<file path="config.mk">
export PLATFORM = sky130hd
export DESIGN_NAME = carry_save_accum
export DESIGN_NICKNAME = d
export VERILOG_FILES = /design/src/rtl/carry_save_accum.sv
export SDC_FILE = /design/constraint.sdc
export NUM_CORES = 1
export LEC_CHECK = 0
export CAP_MARGIN = 5
export CORE_ASPECT_RATIO = 1.75
export CORE_MARGIN = 5
export CORE_UTILIZATION = 51
export DETAILED_ROUTE_END_ITERATION = 16
export PLACE_DENSITY = 0.8
export SETUP_SLACK_MARGIN = 0.5
export SLEW_MARGIN = 25
export SYNTH_ARGS = -nofsm -noshare
export SYNTH_HDL_FRONTEND = slang
export SYNTH_SLANG_ARGS = --single-unit
</file>
<file path="constraint.sdc">
create_clock -name clk -period 2.9 [get_ports clk]
set_input_delay 0.58 -clock clk [delete_from_list [all_inputs] [get_ports clk]]
set_output_delay 0.58 -clock clk [all_outputs]
set_load 0.05 [all_outputs]
</file>
<file path="src/rtl/carry_save_accum.sv">
// Carry-save accumulator: groups of operands are summed in redundant S/C form.
// A chunked carry-propagate pass then resolves the sum and hands it off.
//
// Ports:
//   clk, rst_n          clock, async active-low reset
//   in_valid/in_ready   operand handshake (in_data, in_last)
//   out_valid/out_ready result handshake (out_sum, out_count)
module carry_save_accum #(
    parameter int WIDTH = 16,
    parameter int CHUNK = 4
) (
    input  logic             clk,
    input  logic             rst_n,
    input  logic             in_valid,
    output logic             in_ready,
    input  logic [WIDTH-1:0] in_data,
    input  logic             in_last,
    output logic             out_valid,
    input  logic             out_ready,
    output logic [WIDTH-1:0] out_sum,
    output logic [7:0]       out_count
);

    localparam int N  = (CHUNK > 0) ? WIDTH / CHUNK : 1;
    localparam int KW = (N > 1) ? $clog2(N) : 1;

    if (CHUNK < 1 || (WIDTH % CHUNK) != 0) begin : g_bad_cfg
        $error("carry_save_accum: WIDTH must be a multiple of CHUNK");
    end

    typedef enum logic [1:0] {
        ACCUM   = 2'd0,
        RESOLVE = 2'd1,
        DONE    = 2'd2
    } state_t;

    state_t           state;
    logic [WIDTH-1:0] s_q;
    logic [WIDTH-1:0] c_q;
    logic [7:0]       cnt;
    logic [KW-1:0]    k;
    logic             cy;

    logic [WIDTH-1:0] s_nxt;
    logic [WIDTH-1:0] c_nxt;
    logic [7:0]       cnt_nxt;
    logic [CHUNK-1:0] s_chk;
    logic [CHUNK-1:0] c_chk;
    logic [CHUNK:0]   csum;

    // Only the state decides acceptance; reset lands in ACCUM,
    // so in_ready is high during and after reset.
    assign in_ready = (state == ACCUM);

    // 3:2 compression of S, C and the new operand.
    always_comb begin
        s_nxt = s_q ^ c_q ^ in_data;
        c_nxt = ((s_q & c_q) | (s_q & in_data) | (c_q & in_data)) << 1;
    end

    assign cnt_nxt = (cnt == 8'hFF) ? cnt : cnt + 8'd1;

    // Select chunk k of S and C for the carry-propagate pass.
    always_comb begin
        s_chk = '0;
        c_chk = '0;
        for (int i = 0; i < N; i++) begin
            if (k == KW'(i)) begin
                s_chk = s_q[i*CHUNK +: CHUNK];
                c_chk = c_q[i*CHUNK +: CHUNK];
            end
        end
        csum = {1'b0, s_chk} + {1'b0, c_chk} + {{CHUNK{1'b0}}, cy};
    end

    always_ff @(posedge clk or negedge rst_n) begin
        if (!rst_n) begin
            state     <= ACCUM;
            s_q       <= '0;
            c_q       <= '0;
            cnt       <= '0;
            k         <= '0;
            cy        <= 1'b0;
            out_sum   <= '0;
            out_count <= '0;
            out_valid <= 1'b0;
        end else begin
            unique case (state)
                ACCUM: begin
                    if (in_valid) begin
                        s_q <= s_nxt;
                        c_q <= c_nxt;
                        cnt <= cnt_nxt;
                        if (in_last) begin
                            out_count <= cnt_nxt;
                            k         <= '0;
                            cy        <= 1'b0;
                            state     <= RESOLVE;
                        end
                    end
                end
                RESOLVE: begin
                    for (int i = 0; i < N; i++) begin
                        if (k == KW'(i)) begin
                            out_sum[i*CHUNK +: CHUNK] <= csum[CHUNK-1:0];
                        end
                    end
                    cy <= csum[CHUNK];
                    // Carry out of the top chunk is dropped: modulo sum.
                    if (k == KW'(N - 1)) begin
                        state     <= DONE;
                        out_valid <= 1'b1;
                    end else begin
                        k <= k + KW'(1);
                    end
                end
                DONE: begin
                    if (out_ready) begin
                        s_q       <= '0;
                        c_q       <= '0;
                        cnt       <= '0;
                        out_valid <= 1'b0;
                        state     <= ACCUM;
                    end
                end
                default: begin
                    state     <= ACCUM;
                    out_valid <= 1'b0;
                end
            endcase
        end
    end

endmodule

</file>
# ---- After elaboration in Yosys (flattened, before gate mapping)
# Index checks and enable logic that the tools add are counted.
dict set report totals {
  ff_bits 70
  inputBits 21
  out_inout_bits 26
}
dict set report op_classes {
  n_addsub 4
  n_eq_ne 11
  muxes 32
  bitwise 8
  reduce_logical 14
}
# op n
set ops {}
lappend ops {{$pmux W16 S2} 2}
lappend ops {{$mux W16} 3}
lappend ops {{$and A15 B15 Y15} 3}
lappend ops {{$mux W4} 8}
lappend ops {{$xor A16 B16 Y16} 2}
lappend ops {{$or A15 B15 Y15} 2}
lappend ops {{$mux W8} 3}
lappend ops {{$pmux W8 S2} 1}
lappend ops {{$mux W2} 7}
lappend ops {{$reduce_and A3 Y1} 4}
lappend ops {{$add A8 B1 Y8 const B} 1}
lappend ops {{$eq A8 B8 Y1 const B} 1}
lappend ops {{$ne A2 B2 Y1 const B} 4}
lappend ops {{$reduce_and A2 Y1} 4}
lappend ops {{$reduce_and A4 Y1} 2}
lappend ops {{$eq A2 B2 Y1 const B} 3}
lappend ops {{$pmux W2 S3} 1}
lappend ops {{$add A4 B4 Y5} 1}
lappend ops {{$add A5 B1 Y5} 1}
lappend ops {{$eq A2 B1 Y1 const B} 2}
lappend ops {{$logic_not A2 Y1} 2}
lappend ops {{$mux W1} 4}
lappend ops {{$pmux W2 S2} 1}
lappend ops {{$reduce_bool A2 Y1} 2}
lappend ops {{other kinds (5)} 5}

# ---- Logic depth before layout (Yosys ltp)
dict set report logic_depth {
  depth_word 8
  mapped_depth 12
  mapped_depth_nobuf 12
}

# ---- Worst setup path after synthesis
# No wires, ideal clock.
dict set report synth_path {
  path_type {reg2reg}
  startpoint {register k[0]}
  endpoint {register out_sum[14]}
  setup_ps 132
  t_arrival_ps 2360
  path_slack_ps 408
  stages_incl_launch_ff 11
  n_path_buf 1
  period_less_slack_ps 2492
  cell_sequence {dfrtp_1 -> inv_1 -> ha_1 -> clkbuf_1 -> a221oi_1 -> nor3_1 -> a21oi_1 -> fa_1 -> fa_1 -> xor2_1 -> o21ai_0}
}
dict set report synth_via {
  elab_chain_len 7
  elab_cells_between_ends 15
}
# element line_no
set synth_lines {}
lappend synth_lines {{start, declared} 41} ;# logic [KW-1:0] k;
lappend synth_lines {{start signal, assigned} 114} ;# k <= k + KW'(1);
lappend synth_lines {{$logic_not A2 Y1} 68} ;# if (k == KW'(i)) begin
lappend synth_lines {{$mux W4 (4 in a row)} 68}
lappend synth_lines {{$add A4 B4 Y5} 73} ;# csum = {1'b0, s_chk} + {1'b0, c_chk} + {{CHUNK{1'b0}}, cy};
lappend synth_lines {{$add A5 B1 Y5} 73}
lappend synth_lines {{end signal, assigned by index} 105} ;# out_sum[i*CHUNK +: CHUNK] <= csum[CHUNK-1:0];
lappend synth_lines {{end, declared} 20} ;# output logic [WIDTH-1:0] out_sum,
# Parallel ways exist; a longest one is shown, timed or not.
# A chain may end at the register's enable or synchronous reset.

# ---- Worst setup path after layout
dict set report layout_path {
  startpoint {register k[1]}
  endpoint {register out_sum[7]}
}
# The elaborated chain is that of the path after synthesis.

==> flow_summary.json <==
{
  "core_sq_mm": 0.006857,
  "synth_cells": 328,
  "crit_type": "flop to flop",
  "p_per_area_mw_per_mm2": 1290,
  "fill_cells": 527,
  "peakVddDrop_mv": 0.7336,
  "antennaDiodeCount": 0,
  "ys_seq_area_share_pct": 48.29,
  "grt_pass1_vias": 2858,
  "clock-sinks": 69,
  "finalPower_mw": 5.873,
  "drv_cap": 0,
  "drive_above_1_share_pct": 13.59,
  "multi_input_area_sq_mm": 0.001788,
  "cts_max_level": 3,
  "min_period_ns": 2.443,
  "fin_crit_sh_pct": 84.24,
  "antenna_found_initial": 0,
  "rr_worst_depth": 11,
  "layout_commonest_cell": "dfrtp_1",
  "path_clk_slew_ns": 0.05,
  "cp.arrival_ns": 2.68,
  "initial_utilization_pct": 52.15,
  "drc": 0,
  "dp_hpwl_mm": 5.793,
  "vias": 2733,
  "r2r_end": "out_sum[7]$_DFFE_PN0P_",
  "rsz0062_at_grt": "yes",
  "critPathCaptureType": "flop",
  "layout_common_cells": "dfrtp_1 (68), clkdlybuf4s50_1 (44), nand2_1 (41)",
  "finClkSkew_ns": 0.002417,
  "start_kind": "flop",
  "synthesis.area_sq_mm": 0.003576,
  "numPortBuffers": 46,
  "io_pins": 47,
  "yosysWarnings": 0,
  "maxSlewViolCount": 0,
  "worst_pin_slew_ns": 0.6895,
  "postPlaceCellArea_sq_mm": 0.004058,
  "grt_first_pass_wirelength_mm": 14.21,
  "dr.pass1.iters": 4,
  "final.setup.tns_ns": 0,
  "setup_viol": 0,
  "hold_violations": 0,
  "grt_overflow": 0,
  "num_rows": 40,
  "worstPathRequired_ns": 3.14,
  "nNetsFinal": 431,
  "cts_made_buffers": 9,
  "die_w_um": 73.30,
  "leakage_nw": 2.044,
  "cts-root-buf": "clkbuf_16",
  "fin_area_sq_mm": 0.004552,
  "syn_to_final_growth_pct": 27.29,
  "ys_types": 42,
  "gp_congestion": 0.8940,
  "regArea_sq_mm": 0.001728,
  "avgSynthCellArea_sq_um": 10.90,
  "clock_path_buffers": 2,
  "r2r_start": "k[1]$_DFFE_PN0P_",
  "wirelength_mm": 8.427,
  "path_max_fanout": 7,
  "die_height_um": 120.8,
  "clock_latency_ns": 0.33,
  "die_area_sq_mm": 0.008852,
  "drtIter0Drc": 231,
  "ys_ff_latch": 69,
  "slew_headroom_pct": 54.03,
  "grt_start_max_net_pins": 42,
  "cts_tree": "yes",
  "placedCellCount": 445,
  "r2r_setup_slack_ns": 0.46,
  "syn-num-nets": 374,
  "finalWorstSetupSlack_ns": 0.4571,
  "wl_per_cell_um": 17.78,
  "layout.cells.non_filler": 474,
  "run_status": "finished, final reports clean",
  "post-place-ws_ns": 0.1727,
  "drt.antenna.violating_nets": 0,
  "track_usage_pct": 21.15,
  "fmax_mhz": 409.4,
  "min_path_type": "input port to async pin",
  "viasPerCell": 5.766
}
synthesized netlist by cell type:
cell	n	area, sq um
and2b_1	1	7.510
xor2_1	3	26.28
o31ai_1	8	60.06
nand2b_1	1	6.260
and2_1	1	6.260
nor2_1	14	52.55
nor2_2	1	6.260
a21o_1	3	22.52
nor2b_1	13	81.33
nand4_1	1	6.260
nand3_1	5	25.02
ha_1	9	112.6
and4_4	2	22.52
nand4_2	1	12.51
and4_1	1	8.760
nor3_1	4	20.02
clkbuf_1	3	11.26
fa_1	16	320.3
buf_1	1	3.750
buf_6	5	56.30
or2_1	1	6.260
and4b_1	1	10.01
buf_2	3	15.01
o22a_1	1	8.760
nand2_1	41	153.9
nand3b_1	2	15.01
o21ai_0	26	130.1
a31oi_1	4	25.02
buf_4	5	37.54
a21oi_1	18	90.09
mux2i_1	4	40.04
xnor2_1	2	17.52
or3b_1	1	8.760
o22ai_1	3	18.77
o21ba_1	1	10.01
o21a_1	4	30.03
o21ai_1	2	10.01
inv_1	11	41.29
a221oi_1	6	52.55
dfrtp_1	69	1727
a22o_1	29	254.0
and3_1	1	6.260
per-stage QoR:
stage          utilization, %  hold WS (ns)
2_1_floorplan               -        0.2844
6_report                66.39        0.2900
3_5_place_dp            59.18        0.4718
5_1_grt                 66.39        0.3640
3_3_place_gp            59.18        0.4623
4_1_cts                 65.89        0.3052
layout make-up:
cell class | instances | area share (%)
multi-input cells | 231 | 39.28
inverters | 11 | 0.9071
flip-flops and latches | 69 | 37.96
clock buffers | 16 | 6.405
well taps | 84 | 2.309
repair buffers | 63 | 13.14
power by group:
part | internal [mW] | leakage, nW | switching (mW) | total [mW]
clock network | 0.673 | 0.143 | 0.378 | 1.05
logic | 1.27 | 1.02 | 1.73 | 3.00
registers | 1.37 | 0.876 | 0.444 | 1.82
critical path, cell delays in order (launching register included):
cell      delay [ns]
dfrtp_1         0.39
inv_2           0.08
ha_4            0.19
buf_6           0.14
a221oi_4        0.29
nor3_2          0.08
a21o_1          0.16
ha_1            0.26
nor2b_1         0.13
o21a_1          0.18
o21a_1          0.23
o31ai_1         0.21
what timing repair did:
| action | CTS | global route |
|---|---|---|
| pin swaps | 8 | 1 |
| setup endpoints to repair | 14 | 13 |
| resized for setup | 20 | 8 |
| hold buffers | 0 | 0 |
| cloned | 0 | 0 |
| setup buffers | 10 | 3 |
cells by family after synthesis:
kind of cell	Yosys count	synth area share (%)
buffers and inverters	28	4.618
xor gates and xnor gates	5	1.225
muxes	4	1.120
adders and majority gates	25	12.11
and+or+nand+nor	92	12.74
AOI/OAI and AO/OA	105	19.91
DFF	69	48.29
worst max-delay path by stage:
stage,start,to,slack (ns),cells past startpoint
floorplan,k[0]$_DFFE_PN0P_,out_sum[14]$_DFFE_PN0P_,0.51,10
global placement,k[1]$_DFFE_PN0P_,out_sum[15]$_DFFE_PN0P_,0.26,11
detailed placement,k[1]$_DFFE_PN0P_,out_sum[15]$_DFFE_PN0P_,0.17,11
CTS,k[0]$_DFFE_PN0P_,out_sum[7]$_DFFE_PN0P_,0.49,10
global route,k[1]$_DFFE_PN0P_,out_sum[15]$_DFFE_PN0P_,0.35,11
finish,k[1]$_DFFE_PN0P_,out_sum[7]$_DFFE_PN0P_,0.46,11
registers in the layout, indices dropped and copies added (netlist names):
register and count:
k 2, state 2, cy 1, out_count 8, c_q 15, cnt 8, out_sum 16, out_valid 1
s_q 16
metal layers:
| layer | track usage [%] | routed length (um) |
|---|---|---|
| met5 | 0 | 0 |
| met2 | 34.92 | 4451 |
| met3 | 4.077 | 339 |
| met1 | 24.71 | 3281 |
| met4 | 12.93 | 354 |
Note: power is estimated with default switching activity, not from simulation.
